`src/rtl/if_resp_join_q_pkg.sv`:
```
package if_resp_join_q_pkg;

  localparam int unsigned FETCH_ADDR_W = 32;
  localparam int unsigned FETCH_INST_W = 32;
  localparam int unsigned FETCH_EXCP_W = 4;

  typedef struct packed {
    logic [FETCH_ADDR_W-1:0] vaddr;
    logic [FETCH_INST_W-1:0] inst;
    logic                    excp;
    logic [FETCH_EXCP_W-1:0] excp_num;
  } fetch_pair_t;

endpackage

```
`src/rtl/if_resp_join_q_fetch_sync_fifo.sv`:
```
module fetch_sync_fifo
  import if_resp_join_q_pkg::*;
#(
  parameter int unsigned WIDTH = 8,
  parameter int unsigned DEPTH = 4
) (
  input  logic                       clk,
  input  logic                       reset,
  input  logic                       clear,
  input  logic                       push,
  input  logic [WIDTH-1:0]           push_data,
  input  logic                       pop,
  output logic [$clog2(DEPTH+1)-1:0] count,
  output logic [WIDTH-1:0]           head
);

  localparam int unsigned CNT_W = $clog2(DEPTH + 1);
  localparam int unsigned PTR_W = (DEPTH > 1) ? $clog2(DEPTH) : 1;

  logic [WIDTH-1:0] mem_q [DEPTH];
  logic [WIDTH-1:0] mem_d [DEPTH];
  logic [PTR_W-1:0] wr_ptr_q, wr_ptr_d;
  logic [PTR_W-1:0] rd_ptr_q, rd_ptr_d;
  logic [CNT_W-1:0] cnt_q, cnt_d;
  logic             do_push;
  logic             do_pop;

  function automatic logic [PTR_W-1:0] ptr_inc(input logic [PTR_W-1:0] p);
    return (32'(p) == DEPTH - 1) ? '0 : p + 1'b1;
  endfunction

  always_comb begin
    mem_d    = mem_q;
    wr_ptr_d = wr_ptr_q;
    rd_ptr_d = rd_ptr_q;
    cnt_d    = cnt_q;
    do_pop   = pop && (cnt_q != '0);
    do_push  = push && ((cnt_q != CNT_W'(DEPTH)) || do_pop);
    if (clear) begin
      wr_ptr_d = '0;
      rd_ptr_d = '0;
      cnt_d    = '0;
    end else begin
      if (do_push) begin
        mem_d[wr_ptr_q] = push_data;
        wr_ptr_d        = ptr_inc(wr_ptr_q);
      end
      if (do_pop) begin
        rd_ptr_d = ptr_inc(rd_ptr_q);
      end
      cnt_d = cnt_q + CNT_W'(do_push) - CNT_W'(do_pop);
    end
  end

  always_ff @(posedge clk) begin
    if (reset) begin
      for (int unsigned i = 0; i < DEPTH; i++) begin
        mem_q[i] <= '0;
      end
      wr_ptr_q <= '0;
      rd_ptr_q <= '0;
      cnt_q    <= '0;
    end else begin
      mem_q    <= mem_d;
      wr_ptr_q <= wr_ptr_d;
      rd_ptr_q <= rd_ptr_d;
      cnt_q    <= cnt_d;
    end
  end

  assign count = cnt_q;
  assign head  = mem_q[rd_ptr_q];

endmodule

```
`src/rtl/if_resp_join_q.sv`:
```
module if_resp_join_q
  import if_resp_join_q_pkg::*;
#(
  parameter int unsigned ADDR_W     = FETCH_ADDR_W,
  parameter int unsigned INST_W     = FETCH_INST_W,
  parameter int unsigned EXCP_W     = FETCH_EXCP_W,
  parameter int unsigned PEND_DEPTH = 2,
  parameter int unsigned DEPTH      = 4
) (
  input  logic              clk,
  input  logic              reset,
  input  logic              flush,
  input  logic              excp_flush,
  input  logic              ertn_flush,
  input  logic [ADDR_W-1:0] vaddr,
  input  logic              vaddr_valid,
  output logic              vaddr_ready,
  input  logic [INST_W-1:0] inst_i,
  input  logic              excp_i,
  input  logic [EXCP_W-1:0] excp_num_i,
  input  logic              inst_valid,
  output logic              inst_ready,
  output logic [INST_W-1:0] inst_o,
  output logic [ADDR_W-1:0] vaddr_o,
  output logic              excp,
  output logic [EXCP_W-1:0] excp_num,
  output logic              ib_valid,
  input  logic              ib_ready,
  output logic              is_fire
);

  localparam int unsigned PC_W = $clog2(PEND_DEPTH + 1);
  localparam int unsigned OC_W = $clog2(DEPTH + 1);

  typedef struct packed {
    logic [ADDR_W-1:0] vaddr;
    logic [INST_W-1:0] inst;
    logic              excp;
    logic [EXCP_W-1:0] excp_num;
  } pair_t;

  logic              kill;
  logic              req_fire;
  logic              resp_fire;
  logic              keep;
  logic              out_pop;
  logic [PC_W-1:0]   pend_cnt;
  logic [PC_W-1:0]   disc_cnt_q, disc_cnt_d;
  logic [OC_W-1:0]   out_cnt;
  logic [ADDR_W-1:0] pend_head;
  pair_t             push_pair;
  pair_t             head_pair;

  always_comb begin
    kill        = flush || excp_flush || ertn_flush;
    vaddr_ready = !kill
                  && ((32'(pend_cnt) + 32'(disc_cnt_q)) < PEND_DEPTH)
                  && ((32'(pend_cnt) + 32'(out_cnt)) < DEPTH);
    inst_ready  = (pend_cnt != '0) || (disc_cnt_q != '0);
    req_fire    = vaddr_valid && vaddr_ready;
    resp_fire   = inst_valid && inst_ready;
    keep        = resp_fire && !kill && (disc_cnt_q == '0);
    is_fire     = keep;
    ib_valid    = (out_cnt != '0);
    out_pop     = ib_valid && ib_ready;

    push_pair.vaddr    = pend_head;
    push_pair.inst     = inst_i;
    push_pair.excp     = excp_i;
    push_pair.excp_num = excp_num_i;

    // Outstanding requests turn into discards on kill; a response landing
    // in the same cycle consumes one of them immediately.
    disc_cnt_d = disc_cnt_q;
    if (kill) begin
      disc_cnt_d = PC_W'(32'(disc_cnt_q) + 32'(pend_cnt) - 32'(resp_fire));
    end else if (resp_fire && (disc_cnt_q != '0)) begin
      disc_cnt_d = disc_cnt_q - 1'b1;
    end
  end

  always_ff @(posedge clk) begin
    if (reset) begin
      disc_cnt_q <= '0;
    end else begin
      disc_cnt_q <= disc_cnt_d;
    end
  end

  fetch_sync_fifo #(
    .WIDTH (ADDR_W),
    .DEPTH (PEND_DEPTH)
  ) u_pend_q (
    .clk       (clk),
    .reset     (reset),
    .clear     (kill),
    .push      (req_fire),
    .push_data (vaddr),
    .pop       (keep),
    .count     (pend_cnt),
    .head      (pend_head)
  );

  fetch_sync_fifo #(
    .WIDTH ($bits(pair_t)),
    .DEPTH (DEPTH)
  ) u_out_q (
    .clk       (clk),
    .reset     (reset),
    .clear     (kill),
    .push      (keep),
    .push_data (push_pair),
    .pop       (out_pop),
    .count     (out_cnt),
    .head      (head_pair)
  );

  assign inst_o   = head_pair.inst;
  assign vaddr_o  = head_pair.vaddr;
  assign excp     = head_pair.excp;
  assign excp_num = head_pair.excp_num;

endmodule

```
`config.mk`:
```
export PLATFORM = sky130hd
export DESIGN_NAME = if_resp_join_q
export DESIGN_NICKNAME = d
export VERILOG_FILES = /design/src/rtl/if_resp_join_q_pkg.sv /design/src/rtl/if_resp_join_q_fetch_sync_fifo.sv /design/src/rtl/if_resp_join_q.sv
export SDC_FILE = /design/constraint.sdc
export NUM_CORES = 1
export LEC_CHECK = 0
export ABC_CLOCK_PERIOD_IN_PS = 6600
export CORE_MARGIN = 10
export CORE_UTILIZATION = 54
export CTS_CLUSTER_SIZE = 8
export DETAILED_ROUTE_END_ITERATION = 6
export PLACE_DENSITY = 0.82
export SLEW_MARGIN = 20
export SYNTH_ARGS = -nofsm -noshare
export SYNTH_HDL_FRONTEND = slang
export SYNTH_HIERARCHICAL = 1
export SYNTH_SLANG_ARGS = --single-unit
```
`constraint.sdc`:
```
create_clock -name clk -period 6.6 [get_ports clk]
set_clock_uncertainty 0.2 [all_clocks]
set_input_delay 1.98 -clock clk [delete_from_list [all_inputs] [get_ports clk]]
set_output_delay 1.98 -clock clk [all_outputs]
set_load 0.01 [all_outputs]
```
# == Yosys cells after proc, flatten, opt, wreduce, memory -nomap -nowiden ==
# Index checks and enable logic that the tools add are counted.
# totals
regBits,353
in_bits,77
out_inout_bits,73
wordCells,88
# op_classes
add_sub_neg,12
order_cmp,8
n_eq_ne,4
mux,18
n_bitwise,5
reduce_logical,28
# ops
op,count
$bwmux 276,1
$mux 69,3
$bmux 69 s2,1
$demux 69 s2,1
$mux 32,4
$bwmux 64,1
$demux 32 s1,1
$logic_and 1x1->1,14
$mux 2,4
$ge 3x3->1 const B,2
$not 2->3,2
$reduce_bool 2->1,3
$logic_or 1x1->1,5
$add 2x1->2 const B,2
$add 2x3->4,1
$eq 2x2->1 const B,2
$ge 2x2->1 const B,2
$lt 4x3->1 const B,1
$not 1->2,2
$reduce_and 2->1,2
$sub 2x1->2,2
$add 2x2->3,1
$add 3x1->3,1
$lt 3x1->1 const B,1
other kinds (14),16

# == Depth between registers and ports, before layout ==
# logic_depth
depth_word,10
mapped_depth,13
ltp_nobuf,13

# == Cells and area by module ==
# Netlist, hierarchy kept.
# by_module_without_submodules
module,n_inst,cells_each,area_each_um2,seq_area_each_um2
fetch_sync_fifo (u_out_q),1,1103,12977.4,5665.4
fetch_sync_fifo (u_pend_q),1,302,3269.4,1361.3
if_resp_join_q,1,31,265.3,40.0

# == Worst setup path after synthesis ==
# OpenSTA, ideal clock, no wires.
# synth_timing
path_kind,in2out
start,input excp_flush
end,output is_fire
arrival_ps,2523
required_time_ps,4420
setup_slack_ps,1897
path_stages,2
path_cell_list,nor3_4 > and4_2
# synth_via
elab_chain_cells,5
# synth_lines
item,line_no,text
start: declaration,if_resp_join_q.sv:13,"input logic excp_flush,"
$logic_or 1x1->1 (2 in a row),if_resp_join_q.sv:55,kill = flush || excp_flush || ertn_flush;
$logic_not 1->1,if_resp_join_q.sv:62,keep = resp_fire && !kill && (disc_cnt_q == '0);
$logic_and 1x1->1 (2 in a row),if_resp_join_q.sv:62,
end: declaration,if_resp_join_q.sv:29,output logic is_fire
# Every way passes these cells.

# == Worst setup path after layout ==
# Ends and elaborated chain as after synthesis.

==> flow_metrics.py <==
metrics = {
    "sta": {
        "fin_ws_ns": 0.743,
        "min_period_ns": 5.86,
        "tightestPinTransition_ns": 1.12,
        "hold_violations": 0,
        "max_slew_margin_pct": 25.6,
        "rsz0062_at_grt": "no",
        "setup-violations-final": 0,
        "tns_ns": 0,
        "fmax_mhz": 171,
        "finalCritPeriodShare_pct": 88.7,
        "slew_viol_final": 0,
    },
    "grt": {
        "gr-usage-all-layers_pct": 18.0,
        "grt_pass1_wl_um": 57700,
        "top_usage_layer": "met2",
        "grtUsageMet1_pct": 23.5,
        "antenna_found_initial": 0,
        "grt_pass1_vias": 11100,
        "grt.overflow.total": 0,
        "grt.met2_usage_pct": 29.7,
        "grt_max_degree": 227,
        "grt_use_met3_pct": 3.61,
    },
    "synth": {
        "netlist_instances": 1436,
        "async_flop_share_pct": 0,
        "synthesis.area_sq_um": 16500,
        "yosysUniqueCellTypes": 42,
        "synth_edf_count": 0,
        "synth-seq-area-share_pct": 42.8,
        "synth-seq-cells": 353,
        "synth.avg_cell_area_sq_um": 11.5,
        "syn_nets": 1528,
        "synth-main-ff-cell": "dfxtp_1",
        "yosys_warnings": 6,
    },
    "clock_network": {
        "cts_tree": "yes",
        "cts.sinks": 353,
        "clock_latency_ns": 0.55,
        "ctsResizeCount": 0,
        "clk_pin_slew_worst_paths_ns": 0.05,
        "postCtsSetupBuffers": 0,
        "htreeDepth": 2,
        "clockBufferDepth": 3,
        "cts-hold-fix-buffers": 0,
        "cts_root_buf": "clkbuf_16",
        "cts_inserted_buffers": 50,
    },
    "pwr": {
        "pwr-share-clk_pct": 48.8,
        "ir_drop_v": 0.000180,
        "p_int_mw": 3.59,
        "p_sw_share_pct": 21.0,
        "total_power_mw": 4.54,
        "leakagePower_nw": 8.12,
        "combPwrFrac_pct": 4.0,
        "seqPwrFrac_pct": 47.1,
        "p_sw_uw": 955,
        "p_per_area_nw_per_um2": 235,
    },
    "run": {
        "max_cap_viol_count": 0,
    },
    "finish": {
        "nFillCells": 2332,
        "area_growth_pct": 16.9,
        "finalNonFillerCells": 1935,
        "nets": 1632,
        "n_antenna_cell": 0,
        "layout-drive-gt1-share_pct": 11.9,
        "multi_input_area_sq_um": 8760,
        "regArea_sq_um": 7080,
        "post-route-util_pct": 64.6,
        "mostFrequentLayoutCell": "nand2b_1",
        "final_cell_mix": "441 x nand2b_1, 350 x dfxtp_1, 343 x mux2i_1",
    },
    "floorplanning": {
        "num_rows": 63,
        "fp.dieW_um": 195,
        "core_area_sq_um": 29900,
        "dieArea_sq_um": 38000,
        "ios": 150,
        "start_util_pct": 55.3,
        "die_h_um": 195,
    },
    "setup_path": {
        "reg2reg_depth": 8,
        "worstPathRequired_ns": 4.42,
        "rrSetupSlack_ns": 2.71,
        "crit_start": "excp_flush",
        "arrival_ns": 3.68,
        "crit_path_end_kind": "output pin",
        "worstSetupEndpoint": "is_fire",
        "r2r-end": "u_pend_q/mem_q[41]",
        "path_max_fanout": 5,
        "setup.worst_path.class": "in -> out",
        "reg2reg_from": "u_pend_q/count[0]",
        "setup.worst_path.start_class": "primary input",
    },
    "placed_design": {
        "gp_congestion": 0.721,
        "post-place-ws_ns": 0.778,
        "dp.cells": 1878,
        "dp_hpwl_um": 21600,
        "numPortBuffers": 149,
    },
    "drt": {
        "vias": 10300,
        "drt-total-wl_um": 35100,
        "drc": 0,
        "drt_iter0_markers": 492,
        "drt-wirelength-per-cell_um": 18.1,
        "firstDrtPassIters": 5,
        "ant_nets": 0,
        "vias_per_cell": 5.34,
    },
    "min_path": {
        "min_from": "u_out_q/mem_q[204]",
        "min_path_type": "reg -> reg",
    },
    "run_status": {
        "outcome": "complete, no violations",
    },
}
-- power by group through the flow --
| stage | Sequential [mW] | Combinational [mW] | Clock [mW] |
|---|---|---|---|
| after detailed placement | 2.18 | 0.183 | 0 |
| final | 2.14 | 0.184 | 2.22 |
| after CTS | 2.14 | 0.184 | 2.28 |
| after global placement | 2.18 | 0.181 | 0 |
| after floorplan | 2.18 | 0.110 | 0 |
| after global routing | 2.14 | 0.200 | 2.38 |
-- cells in the mapped netlist (2+ instances only) --
master | count | area [sq um]
nand2b_1 | 441 | 2760
dfxtp_1 | 353 | 7070
mux2i_1 | 343 | 3430
mux4_2 | 69 | 1550
clkbuf_1 | 53 | 199
mux2_2 | 32 | 360
buf_4 | 19 | 143
buf_6 | 14 | 158
buf_2 | 13 | 65.1
ha_1 | 13 | 163
inv_1 | 11 | 41.3
nand2_1 | 10 | 37.5
xnor2_1 | 7 | 61.3
and2_1 | 6 | 37.5
buf_1 | 5 | 18.8
buf_12 | 5 | 100
nand3_1 | 5 | 25.0
nor2_1 | 5 | 18.8
o21ai_0 | 3 | 15.0
a21oi_1 | 2 | 10.0
fa_1 | 2 | 40.0
nor2b_1 | 2 | 12.5
nor3_1 | 2 | 10.0
o21a_1 | 2 | 15.0
or3_1 | 2 | 12.5
-- cells by family after synthesis --
group	after synthesis	synth area share, %
and+or+nand+nor	484	18.3
muxes	444	32.4
DFF	353	42.8
buffers and inverters	121	4.41
adders and majority gates	15	1.23
AOI/OAI and AO/OA	12	0.470
xor gates and xnor gates	7	0.371
-- critical path, cell delays in order --
cell and delay [ns]:
clkdlybuf4s50_1 0.46, nor3_4 0.31, and4_2 0.36, clkdlybuf4s50_1 0.57
-- state kept, by name (all words and copies together) (netlist names) --
| signal | flops |
|---|---|
| u_out_q/wr_ptr_q | 2 |
| u_pend_q/mem_q | 64 |
| u_out_q/count | 3 |
| u_pend_q/count | 2 |
| u_out_q/mem_q | 276 |
| disc_cnt_q | 2 |
| u_pend_q/wr_ptr_q | 1 |
| u_out_q/rd_ptr_q | 2 |
| u_pend_q/rd_ptr_q | 1 |
-- how the worst min path moves through the flow --
stage	endpoint	slack, ns	depth (start not counted)
5_1_grt	u_out_q/mem_q[216]	0.29	2
3_3_place_gp	u_pend_q/mem_q[11]	0.25	2
3_5_place_dp	u_out_q/mem_q[205]	0.26	2
6_report	u_out_q/mem_q[204]	0.27	2
4_1_cts	u_out_q/mem_q[198]	0.27	2
2_1_floorplan	u_pend_q/mem_q[0]	0.25	2
-- per-layer routing --
layer | wire length (um) | share of wire [%]
met5 | 0 | 0
met4 | 492 | 1.4
met3 | 1450 | 4.1
met2 | 16700 | 48
met1 | 16400 | 47
-- cell type report --
type | count | share of cell area [%]
clock buffer | 53 | 6.54
tap | 390 | 2.53
timing repair buffer | 161 | 8.34
multi-input combinational | 962 | 45.4
inverter | 12 | 0.233
clock inverter | 4 | 0.337
sequential | 353 | 36.7
-- metrics by stage --
stage,area [sq um],hold slack (ns)
2_1_floorplan,16500,0.245
6_report,19300,0.270
3_3_place_gp,18000,0.255
3_5_place_dp,18000,0.261
5_1_grt,19300,0.288
4_1_cts,19300,0.271
Note: power is estimated with default switching activity, not from simulation.
